`src/rtl/ariane_pkg.sv`:
```
// Shared core types: the decoded-instruction record carried from ID to issue,
// and the issue queue depth used wherever the queue is instantiated.
package ariane_pkg;

  localparam int ISSUE_QUEUE_DEPTH = 4;

  typedef struct packed {
    logic [31:0] pc;
    logic [6:0]  op;
    logic [4:0]  rd;
  } scoreboard_entry_t;

endpackage

```
`src/rtl/issue_queue_fifo.sv`:
```
// Circular storage for decoded instructions plus their control-flow flag,
// with read/write pointers and an occupancy count. Callers gate push/pop.
module issue_queue_fifo
  import ariane_pkg::*;
#(
  parameter int DEPTH = ISSUE_QUEUE_DEPTH
) (
  input  logic                     clk,
  input  logic                     rst,
  input  logic                     clear,
  input  logic                     push,
  input  logic                     pop,
  input  scoreboard_entry_t        wdata,
  input  logic                     wctrl,
  output scoreboard_entry_t        rdata,
  output logic                     rctrl,
  output logic [$clog2(DEPTH):0]   count,
  output logic                     full,
  output logic                     empty
);

  localparam int PTR_W = $clog2(DEPTH);
  localparam logic [PTR_W:0] DEPTH_CNT = (PTR_W + 1)'(DEPTH);

  scoreboard_entry_t   mem_r [DEPTH];
  logic [DEPTH-1:0]    ctrl_mem_r;
  logic [PTR_W-1:0]    wr_ptr_r;
  logic [PTR_W-1:0]    rd_ptr_r;
  logic [PTR_W:0]      count_r;

  // Entry storage; contents are never cleared, only the pointers are.
  always_ff @(posedge clk) begin
    if (push) begin
      mem_r[wr_ptr_r]      <= wdata;
      ctrl_mem_r[wr_ptr_r] <= wctrl;
    end
  end

  // Pointers and occupancy; reset and clear both empty the queue.
  always_ff @(posedge clk) begin
    if (rst || clear) begin
      wr_ptr_r <= {PTR_W{1'b0}};
      rd_ptr_r <= {PTR_W{1'b0}};
      count_r  <= {(PTR_W + 1){1'b0}};
    end else begin
      if (push) begin
        wr_ptr_r <= wr_ptr_r + PTR_W'(1);
      end
      if (pop) begin
        rd_ptr_r <= rd_ptr_r + PTR_W'(1);
      end
      case ({push, pop})
        2'b10:   count_r <= count_r + (PTR_W + 1)'(1);
        2'b01:   count_r <= count_r - (PTR_W + 1)'(1);
        default: count_r <= count_r;
      endcase
    end
  end

  assign rdata = mem_r[rd_ptr_r];
  assign rctrl = ctrl_mem_r[rd_ptr_r];
  assign count = count_r;
  assign full  = (count_r == DEPTH_CNT);
  assign empty = (count_r == {(PTR_W + 1){1'b0}});

endmodule

```
`src/rtl/issue_queue.sv`:
```
// Decoded-instruction issue queue: FIFO between ID and issue that stalls
// after issuing a branch/jump until EX reports it resolved.
module issue_queue
  import ariane_pkg::*;
#(
  parameter int DEPTH = ISSUE_QUEUE_DEPTH
) (
  input  logic                   clk_i,
  input  logic                   rst_i,
  input  logic                   flush_i,
  input  scoreboard_entry_t      decoded_instr_i,
  input  logic                   decoded_instr_valid_i,
  input  logic                   is_ctrl_flow_i,
  output logic                   decoded_instr_ack_o,
  output scoreboard_entry_t      issue_instr_o,
  output logic                   issue_instr_valid_o,
  output logic                   is_ctrl_flow_o,
  input  logic                   issue_ack_i,
  input  logic                   resolve_branch_i,
  output logic [$clog2(DEPTH):0] count_o
);

  localparam logic [0:0] IDLE         = 1'b0;
  localparam logic [0:0] WAIT_RESOLVE = 1'b1;

  logic [0:0] state_r;
  logic [0:0] state_next_s;
  logic       full_s;
  logic       empty_s;
  logic       push_s;
  logic       pop_s;
  logic       head_ctrl_s;

  issue_queue_fifo #(
    .DEPTH (DEPTH)
  ) u_fifo (
    .clk   (clk_i),
    .rst   (rst_i),
    .clear (flush_i),
    .push  (push_s),
    .pop   (pop_s),
    .wdata (decoded_instr_i),
    .wctrl (is_ctrl_flow_i),
    .rdata (issue_instr_o),
    .rctrl (head_ctrl_s),
    .count (count_o),
    .full  (full_s),
    .empty (empty_s)
  );

  // Handshake gating: space freed by a same-cycle pop is not reused.
  always_comb begin
    push_s              = decoded_instr_valid_i & ~full_s & ~flush_i;
    issue_instr_valid_o = ~empty_s & (state_r == IDLE) & ~flush_i;
    pop_s               = issue_instr_valid_o & issue_ack_i;
  end

  assign decoded_instr_ack_o = push_s;
  assign is_ctrl_flow_o      = head_ctrl_s;

  // Branch-wait FSM next state; flush abandons any outstanding wait.
  always_comb begin
    state_next_s = state_r;
    if (flush_i) begin
      state_next_s = IDLE;
    end else begin
      case (state_r)
        IDLE: begin
          if (pop_s && head_ctrl_s) begin
            state_next_s = WAIT_RESOLVE;
          end else begin
            state_next_s = IDLE;
          end
        end
        WAIT_RESOLVE: begin
          if (resolve_branch_i) begin
            state_next_s = IDLE;
          end else begin
            state_next_s = WAIT_RESOLVE;
          end
        end
        default: state_next_s = IDLE;
      endcase
    end
  end

  // State register.
  always_ff @(posedge clk_i) begin
    if (rst_i) begin
      state_r <= IDLE;
    end else begin
      state_r <= state_next_s;
    end
  end

endmodule

```
`config.mk`:
```
export PLATFORM = sky130hd
export DESIGN_NAME = issue_queue
export DESIGN_NICKNAME = d
export VERILOG_FILES = /design/src/rtl/ariane_pkg.sv /design/src/rtl/issue_queue_fifo.sv /design/src/rtl/issue_queue.sv
export SDC_FILE = /design/constraint.sdc
export NUM_CORES = 1
export LEC_CHECK = 0
export CELL_PAD_IN_SITES_DETAIL_PLACEMENT = 2
export CELL_PAD_IN_SITES_GLOBAL_PLACEMENT = 2
export CORE_MARGIN = 2
export CORE_UTILIZATION = 45
export CTS_CLUSTER_DIAMETER = 80
export CTS_CLUSTER_SIZE = 14
export DETAILED_ROUTE_END_ITERATION = 16
export PLACE_DENSITY = 0.92
export SETUP_SLACK_MARGIN = 0.05
export SLEW_MARGIN = 10
export SYNTH_ARGS = -nofsm -noshare
export SYNTH_HDL_FRONTEND = slang
export SYNTH_HIERARCHICAL = 1
export SYNTH_SLANG_ARGS = --single-unit
```
`constraint.sdc`:
```
create_clock -name clk_i -period 8.7 [get_ports clk_i]
set_clock_uncertainty 0.05 [all_clocks]
set_input_delay 2.61 -clock clk_i [delete_from_list [all_inputs] [get_ports clk_i]]
set_output_delay 2.61 -clock clk_i [all_outputs]
set_load 0.01 [all_outputs]
```
== Word-level counts from Yosys, hierarchy flattened ==
Memories as Yosys holds them, arrays and structs flattened. A register that Yosys moved wholly into a read port is not among the register bits.
Cells that the tools add are included.

* $add $sub $neg: 4
* $lt $le $gt $ge: 3
* Eq/ne operators: 3
* Muxes and demuxes: 13
* Bitwise gates (word level): 9
* Reduce and logical (&&, ||, !) cells: 6

{| class="wikitable"
|+ Operators with widths
! cell !! number
|-
| < comparator 2 x 3 -> 1 bit (second input constant) || 2
|-
| 2-to-1 mux 1 bit || 6
|-
| one-hot mux 3 bit (2 select lines) || 1
|-
| AND 1 bit || 5
|-
| adder 2 x 1 -> 2 bit (second input constant) || 2
|-
| bitwise mux 4 bit || 1
|-
| 2-to-1 mux 2 bit || 2
|-
| NOT 1 bit || 4
|-
| adder 3 x 1 -> 3 bit (second input constant) || 1
|-
| == test 3 bit (second input constant) || 1
|-
| logical NOT 3 bit || 1
|-
| subtractor 3 x 1 -> 3 bit (second input constant) || 1
|-
| binary-select mux 1 bit (select 2 bit) || 1
|-
| demux 1 bit (select 2 bit) || 1
|-
| == test 2 x 1 -> 1 bit (second input constant) || 1
|-
| == test 2 bit (second input constant) || 1
|-
| greater-or-equal comparator 2 x 1 -> 1 bit (second input constant) || 1
|-
| logical AND 1 bit || 2
|-
| one-hot mux 1 bit (2 select lines) || 1
|-
| nonzero test 2 bit || 1
|-
| OR reduction 2 bit || 1
|-
| logical OR 1 bit || 1
|}

* Register bits: 12
* Bits in writable memories: 176
* Memories kept: 1

{| class="wikitable"
|+ Memory list
! memory !! depth !! width !! read ports !! clocked after memory_dff !! wr ports !! RTL line !! text
|-
| u_fifo.mem_r || 4 || 44 || 1 || 1 || 1 || issue_queue_fifo.sv:25 || <nowiki>scoreboard_entry_t mem_r [DEPTH];</nowiki>
|}

== Depth between registers and ports, before layout ==
Gate-level depths: netlist of run 1.

* Depth after elaboration: 8
* Gate-level depth with buffers: 10

== Modules after synthesis ==
Netlist of run 1, hierarchy kept.

{| class="wikitable"
|+ Modules (own cells, without submodules)
! module !! instances !! cells an instance !! area each (um2) !! sequential area each (um2)
|-
| issue_queue_fifo || 1 || 283 || 6990.5 || 5585.4
|-
| issue_queue || 1 || 8 || 76.3 || 20.0
|}

== Worst setup path after synthesis of run 1 ==
No wires, ideal clock.

* Kind: input -> output
* Start: input flush_i
* End: output decoded_instr_ack_o
* Arrival time: 3301 ps
* Path slack: 2739 ps
* Stages: 1
* Buffers on the path: 0
* Cells stage by stage: nor3b_1

* Word-level cells in the longest chain between the ends: 2

{| class="wikitable"
|+ RTL lines
! element !! RTL line !! text
|-
| start, declared || issue_queue.sv:10 || <nowiki>input logic flush_i,</nowiki>
|-
| NOT 1 bit || issue_queue.sv:53 || <nowiki>push_s = decoded_instr_valid_i & ~full_s & ~flush_i;</nowiki>
|-
| AND 1 bit || issue_queue.sv:53 ||
|-
| end, declared || issue_queue.sv:14 || <nowiki>output logic decoded_instr_ack_o,</nowiki>
|}

Every way passes these cells.

== Final worst setup path of run 1 ==
Ends and elaborated chain as after synthesis.

==> metrics.md, run 1 <==
| Metric | Value |
|---|---|
| Adder-cell share of the synthesized area | 0.0117 |
| DP Worst Slack | approximately 1.9 ns |
| Routed wl met3 | between 800 and 900 µm |
| Pleak | approximately 2.8 nW |
| Top layer in use | met4 |
| Final Hold Fails | 0 |
| Critical Path Start Type | input pin |
| Top post-synthesis cells by count | 180 x edfxtp_1, 41 x mux4_2, 10 x dfxtp_1, 8 x inv_1, 8 x nor2_1 |
| Chip Width | ~130 µm |
| Gpl congestion | roughly 0.67 |
| Relative slew slack | 0.175 |
| Metal1 wirelength | between 6000 and 7000 µm |
| Global route overflow | 0 |
| Dominant cell type by area after synthesis | edfxtp_1 |
| Layout cells sized above 1 | 0.197 |
| Vias/cell | approximately 5.3 |
| Primary FF master, synth | edfxtp_1 |
| Peak fanout along the critical path | 8 |
| Diode count | 0 |
| Synth cell types | 28 |
| Die height | about 130 µm |
| Hold WC Path Type | flip-flop to flip-flop |
| WL/cell | around 26 µm |
| Initial core utilization | 0.463 |
| RSZ-0062 raised after global routing | false |
| Total Negative Setup Slacks | 0 ns |
| DR vias | about 3300 |
| FFs w/ async S/R, synth | 0 |
| Ys Warns | 6 |
| Critical Path RT | about 6 ns |
| Placed inst area | slightly above 8000 µm² |
| Antenna Nets Post-Route | 0 |
| Total clock sinks | 190 |
| Setup Crit Path Kind | input pin to output port |
| Synth Area in Simple Gates | 0.0163 |
| Dpl hpwl | 10100 µm |
| Drt initial violations | 221 |
| Syn avg cell area | between 20 and 25 µm² |
| Final wirelength | about 16000 µm |
| Net total in the final layout | 461 |
| Yosys top cell area share | 0.765 |
| Post-route design area | between 8000 and 9000 µm² |
| Largest net degree at the start of global routing | 45 |
| Global-route usage over all layers | 0.214 |
| Vias in the first global route | approximately 3800 |
| Clock Path Buffers | 2 |
| Die area | 16700 µm² |
| Post-synth net total | between 300 and 400 |
| Setup-failing EPs final | 0 |
| Crit end category | output port |
| EDFF count, synth | 180 |
| Max incr delay on CP | between 0.5 and 0.6 ns |
| Post-synthesis cell count | about 290 |
| Critical path, cell by cell | clkdlybuf4s50_1 > nor3b_1 > buf_4 > clkdlybuf4s50_1 |
| # hold bufs at CTS | 0 |
| Worst slew pin tran | 1.24 ns |
| Crit path buf inv count | 3 |
| Latest clock arrival within the worst-skew pair | approximately 0.44 ns |
| CP max-delay cell | clkdlybuf4s50_1 |
| Min setup slack post-route | about 1.9 ns |
| Most frequent cell after synthesis | edfxtp_1 |
| Arr. time, crit path | 4.14 ns |
| Area Overhead vs Synth | 25.4% |
| Largest family of logic cells by synthesized area | multiplexers |
| Peak VDD IR | roughly 0.00014 V |
| Max-slew violations | 0 |
| Finished Core Util | 0.581 |
| Pwr dens | around 220 nW/µm² |
| Met2 wire length | between 8000 and 9000 µm |
| Share of the yosys chip area belonging to registers | 0.793 |
| # rows | 45 |
| Synth Register Bits | 190 |
| H-tree depth | 4 |
| Root Driver | clkbuf_16 |
| Final period util | 0.781 |
| Mux cell area share after synthesis | 0.147 |
| TritonRoute pass-1 iters | 4 |
| Fmax | ~150 MHz |
| Boundary Pins | just over 100 |
| Post-CTS setup buffer count | 0 |
| Max-cap viol count | 0 |
| Residual DRC count | 0 |
| Status | finished clean |
| Reg clk slew, reported paths | 0.06 ns |
| Core area | 15300 µm² |
| Mapped Area | around 7100 µm² |
| Port Buf Inserts | 100 |
| Post-layout min period | 6.80 ns |
| Initial antenna violation count | 0 |
| Total power | 0.00191 W |
| Critical path's most frequent cell | clkdlybuf4s50_1 |
| First-pass GRT wire length | 24700 µm |
| Share of the synthesized area in compound gates (AO/OA/AOI/OAI) | 0.00443 |
| Area contributors post-synth | edfxtp_1 76%, mux4_2 13%, dfxtp_1 2.8% |
| Delay-heaviest family, CP | buffers and inverters |
| Xor and xnor fraction of the mapped netlist area | 0.00620 |
| CTS tree | built |
| Total CTS buffers | 17 |
| Post-CTS resize count | 0 |
| Filler Cells Inserted | roughly 1200 |
==> metal layers <==
layer  GRT usage  vias up
met5           0        -
met4      0.0537        0
met3      0.0623       17
met2       0.373      104
met1       0.264     1727
li1            -     1445
==> cells in the final DEF, fill, tap and decap left out, types with 2 or more instances in the layout <==
cell type / netlist / routed
edfxtp_1: 180 / 180
clkinv_4: 0 / 2
clkinvlp_4: 0 / 2
dfxtp_1: 10 / 8
xnor2_1: 2 / 2
mux4_2: 41 / 41
ha_1: 5 / 5
nor2_1: 8 / 8
xor2_1: 3 / 3
clkdlybuf4s50_1: 0 / 100
mux4_1: 4 / 4
clkinv_2: 0 / 2
nor3_1: 2 / 2
and2_2: 0 / 4
bufinv_16: 0 / 4
buf_4: 0 / 5
clkbuf_1: 1 / 2
a21oi_1: 2 / 2
clkbuf_16: 0 / 17
inv_1: 8 / 8
clkinv_1: 0 / 2
==> metrics by stage <==
step	hold slack (ns)	instances
global placement	0.461	596
detailed placement	0.519	596
CTS	0.532	627
global route	0.577	627
floorplan	0.464	291
finish	0.532	627
==> state kept, by name (all words and copies together), names as in the netlist, named ones only <==
signal	cells
u_fifo/rd_ptr_r	2
u_fifo/count	3
u_fifo/mem_r	176
u_fifo/wr_ptr_r	2
state_r	1
u_fifo/ctrl_mem_r	4
==> final cells by class <==
class / instances / area (µm²) / share of cell area
Multi-Input combinational cell: 82 / 1320 / 0.149
Tap cell: 211 / 264 / 0.0298
Inverter: 8 / 30.0 / 0.00339
Clock buffer: 19 / 433 / 0.0488
Clock inverter: 12 / 170 / 0.0192
Sequential cell: 190 / 5610 / 0.633
Timing Repair Buffer: 105 / 1040 / 0.117
==> cells by family after synthesis <==
| kind of cell | count (synthesis) |
|---|---|
| flops | 190 |
| mux | 46 |
| simple gates | 21 |
| buf+inv | 19 |
| fa+ha+maj | 6 |
| xor+xnor | 5 |
| compound gates | 4 |
==> path summary, 6_finish.rpt <==
| kind | start | end | slack [ns] | depth (start not counted) |
|---|---|---|---|---|
| setup / recovery | flush_i | decoded_instr_ack_o | 1.90 | 4 |
| hold / removal | u_fifo/count[2] | u_fifo/count[2] | 0.53 | 2 |
| setup reg to reg | u_fifo/count[0] | u_fifo/count[2] | 5.90 | 9 |
| hold reg to reg | u_fifo/count[2] | u_fifo/count[2] | 0.53 | 2 |
==> report_power, final <==
group / internal, W / switching [W]
clock: 0.000477 / 0.000326
sequential: 0.00101 / 0.00000564
combinational: 0.0000496 / 0.0000385
==> worst reg2reg max path, stage by stage (launching register included) <==
cell,delay [ns]
dfxtp_1,0.44
nor3_1,0.11
or4b_1,0.54
inv_1,0.19
ha_1,0.24
inv_1,0.08
fa_1,0.40
xor2_1,0.17
or3_1,0.31
a21oi_1,0.18
Power figures use the tool's default switching activity.
==> run 2, diff against run 1 <==
- CORE_UTILIZATION: 45 -> 42
- PLACE_DENSITY: 0.92 -> 0.87
- clock period: 8.7 -> 6.3 ns (I/O delays scaled with it)
==> metrics.md, run 2 (same netlist as run 1, synthesis figures left out) <==
| Metric | Value |
|---|---|
| Status | finished clean |
| Diode count | 0 (unchanged) |
| Global-route usage over all layers | 0.202 (-0.0116) |
| Core area | 16500 µm² (+8.3%) |
| First-pass GRT wire length | 25300 µm (+2.2%) |
| Total clock sinks | 190 (unchanged) |
| Largest reg by FF count | u_fifo/mem_r |
| CP Launch Point | flush_i |
| Max incr delay on CP | 0.59 ns (+0.05 ns) |
| Total CTS buffers | 17 (unchanged) |
| Latest clock arrival within the worst-skew pair | 0.42 ns (-0.02 ns) |
| Area Overhead vs Synth | 26.2% |
| WL/cell | 26.1 µm (+0.21%) |
| Critical path's most frequent cell | clkdlybuf4s50_1 |
| Vias in the first global route | 3765 (-0.84%) |
| # hold bufs at CTS | 0 (unchanged) |
| Antenna Nets Post-Route | 0 (unchanged) |
| Die area | 17900 µm² (+6.9%) |
| Die height | 134 µm (+3.4%) |
| Hold WC Path Type | flip-flop to flip-flop |
| Worst slew pin tran | 0.956 ns (-0.282 ns) |
| Arr. time, crit path | 3.27 ns (-0.87 ns) |
| Critical path, cell by cell | clkdlybuf4s50_1 > nor3b_1 > clkdlybuf4s50_1 |
| Critical Path Start Type | input pin |
| Initial antenna violation count | 0 (unchanged) |
| Dpl hpwl | 10300 µm (+1.4%) |
| Largest net degree at the start of global routing | 45 (unchanged) |
| # rows | 47 (+4.4%) |
| Critical Path RT | 4.36 ns (-1.68 ns) |
| CTS tree | built |
| DR vias | 3272 (-0.64%) |
| Setup-failing EPs final | 0 (unchanged) |
| Peak VDD IR | 0.000182 V (+26%) |
| Reg clk slew, reported paths | 0.06 ns (about the same) |
| Boundary Pins | 101 (unchanged) |
| Post-layout min period | 5.21 ns |
| Relative slew slack | 0.363 (+0.188) |
| H-tree depth | 4 (unchanged) |
| Root Driver | clkbuf_16 |
| Gpl congestion | 0.674 (+0.31%) |
| RSZ-0062 raised after global routing | false |
| Global route overflow | 0 (unchanged) |
| Post-CTS setup buffer count | 0 (unchanged) |
| Residual DRC count | 0 (unchanged) |
| Post-CTS resize count | 0 (unchanged) |
| TritonRoute pass-1 iters | 4 (unchanged) |
| Crit end category | output port |
| Most frequent cells in the layout | 180 x edfxtp_1, 100 x clkdlybuf4s50_1, 41 x mux4_2 |
| Drt initial violations | 142 (-36%) |
| Filler Cells Inserted | 1383 (+13%) |
| Fmax | 192 MHz |
| Total Negative Setup Slacks | 0 ns (unchanged) |
| R2R setup slack | 3.60 ns (-2.30 ns) |
| Final period util | 0.826 |
| Port Buf Inserts | 100 (unchanged) |
| Max-slew violations | 0 (unchanged) |
| Hold slack | 0.502 ns (-0.0298 ns) |
| Peak fanout along the critical path | 6 (-2) |
| Final wirelength | 16700 µm (+2.0%) |
| R2R depth | 6 (-3) |
| End of the worst hold path | u_fifo/count[2] |
| Pleak | 2.81 nW (+0.92%) |
| RR Startpoint | u_fifo/count[1] |
| Clock Path Buffers | 2 (unchanged) |
| Initial core utilization | 0.428 (-0.0355) |
| Net total in the final layout | 462 (+0.22%) |
| Max-cap viol count | 0 (unchanged) |
| Critical R2R Capture | u_fifo/mem_r[0][6] |
| CP max-delay cell | clkdlybuf4s50_1 |
| Hold depth | 2 (unchanged) |
| Layout cells sized above 1 | 0.199 (+0.00145) |
| Pwr dens | 301 nW/µm² (+39%) |
| Vias/cell | 5.13 (-2.4%) |
| Setup Crit Path Kind | input pin to output port |
| Final Hold Fails | 0 (unchanged) |
| Max reg flops | 176 (unchanged) |
| Most common cell after layout, fill and taps aside | edfxtp_1 |
| Chip Width | 134 µm (+3.4%) |
| Hold Startpoint | u_fifo/count[2] |
## run 2: per-layer routing
layer	routed length (µm)	global-route usage	up-vias
met5	0	0	-
met4	254	0.0621	0
met3	631	0.0510	15
met2	9100	0.354	86
met1	6670	0.247	1731
li1	-	-	1440
## run 2: stage by stage
step | cell area (µm²) | setup WS [ns] | power [W] | instances | util
floorplan | 7070 | 1.78 | 0.00147 | 291 | -
global placement | 8280 | 1.11 | 0.00155 | 606 | 0.501
detailed placement | 8280 | 1.09 | 0.00156 | 606 | 0.501
CTS | 8920 | 1.07 | 0.00271 | 638 | 0.540
global route | 8920 | 0.997 | 0.00276 | 638 | 0.540
finish | 8920 | 1.09 | 0.00268 | 638 | 0.540
## run 2: worst max-delay path, delay by kind of cell
kind                   cells  cell delay [ns]
buffers and inverters      2             1.08
AND/OR/NAND/NOR            1             0.29
## run 2: power breakdown
group / switching (W) / internal, W / total [W]
Clock: 0.000430 / 0.000719 / 0.00115
Sequential: 0.00000820 / 0.00140 / 0.00141
Combinational: 0.0000540 / 0.0000686 / 0.000123
## run 2: cell type report
cell class	count	area, µm²	share of cell area
timing repair buffer	106	1050	0.117
multi-input combinational	82	1320	0.148
tap	220	275	0.0309
sequential	190	5610	0.629
inverter	8	30.0	0.00337
clock buffer	27	513	0.0575
clock inverter	5	128	0.0143
## run 2: worst max-delay path by stage
stage / endpoint / slack, ns
3_3_place_gp: decoded_instr_ack_o / 1.11
3_5_place_dp: decoded_instr_ack_o / 1.09
2_1_floorplan: decoded_instr_ack_o / 1.78
5_1_grt: decoded_instr_ack_o / 1.0
6_report: decoded_instr_ack_o / 1.09
4_1_cts: decoded_instr_ack_o / 1.07
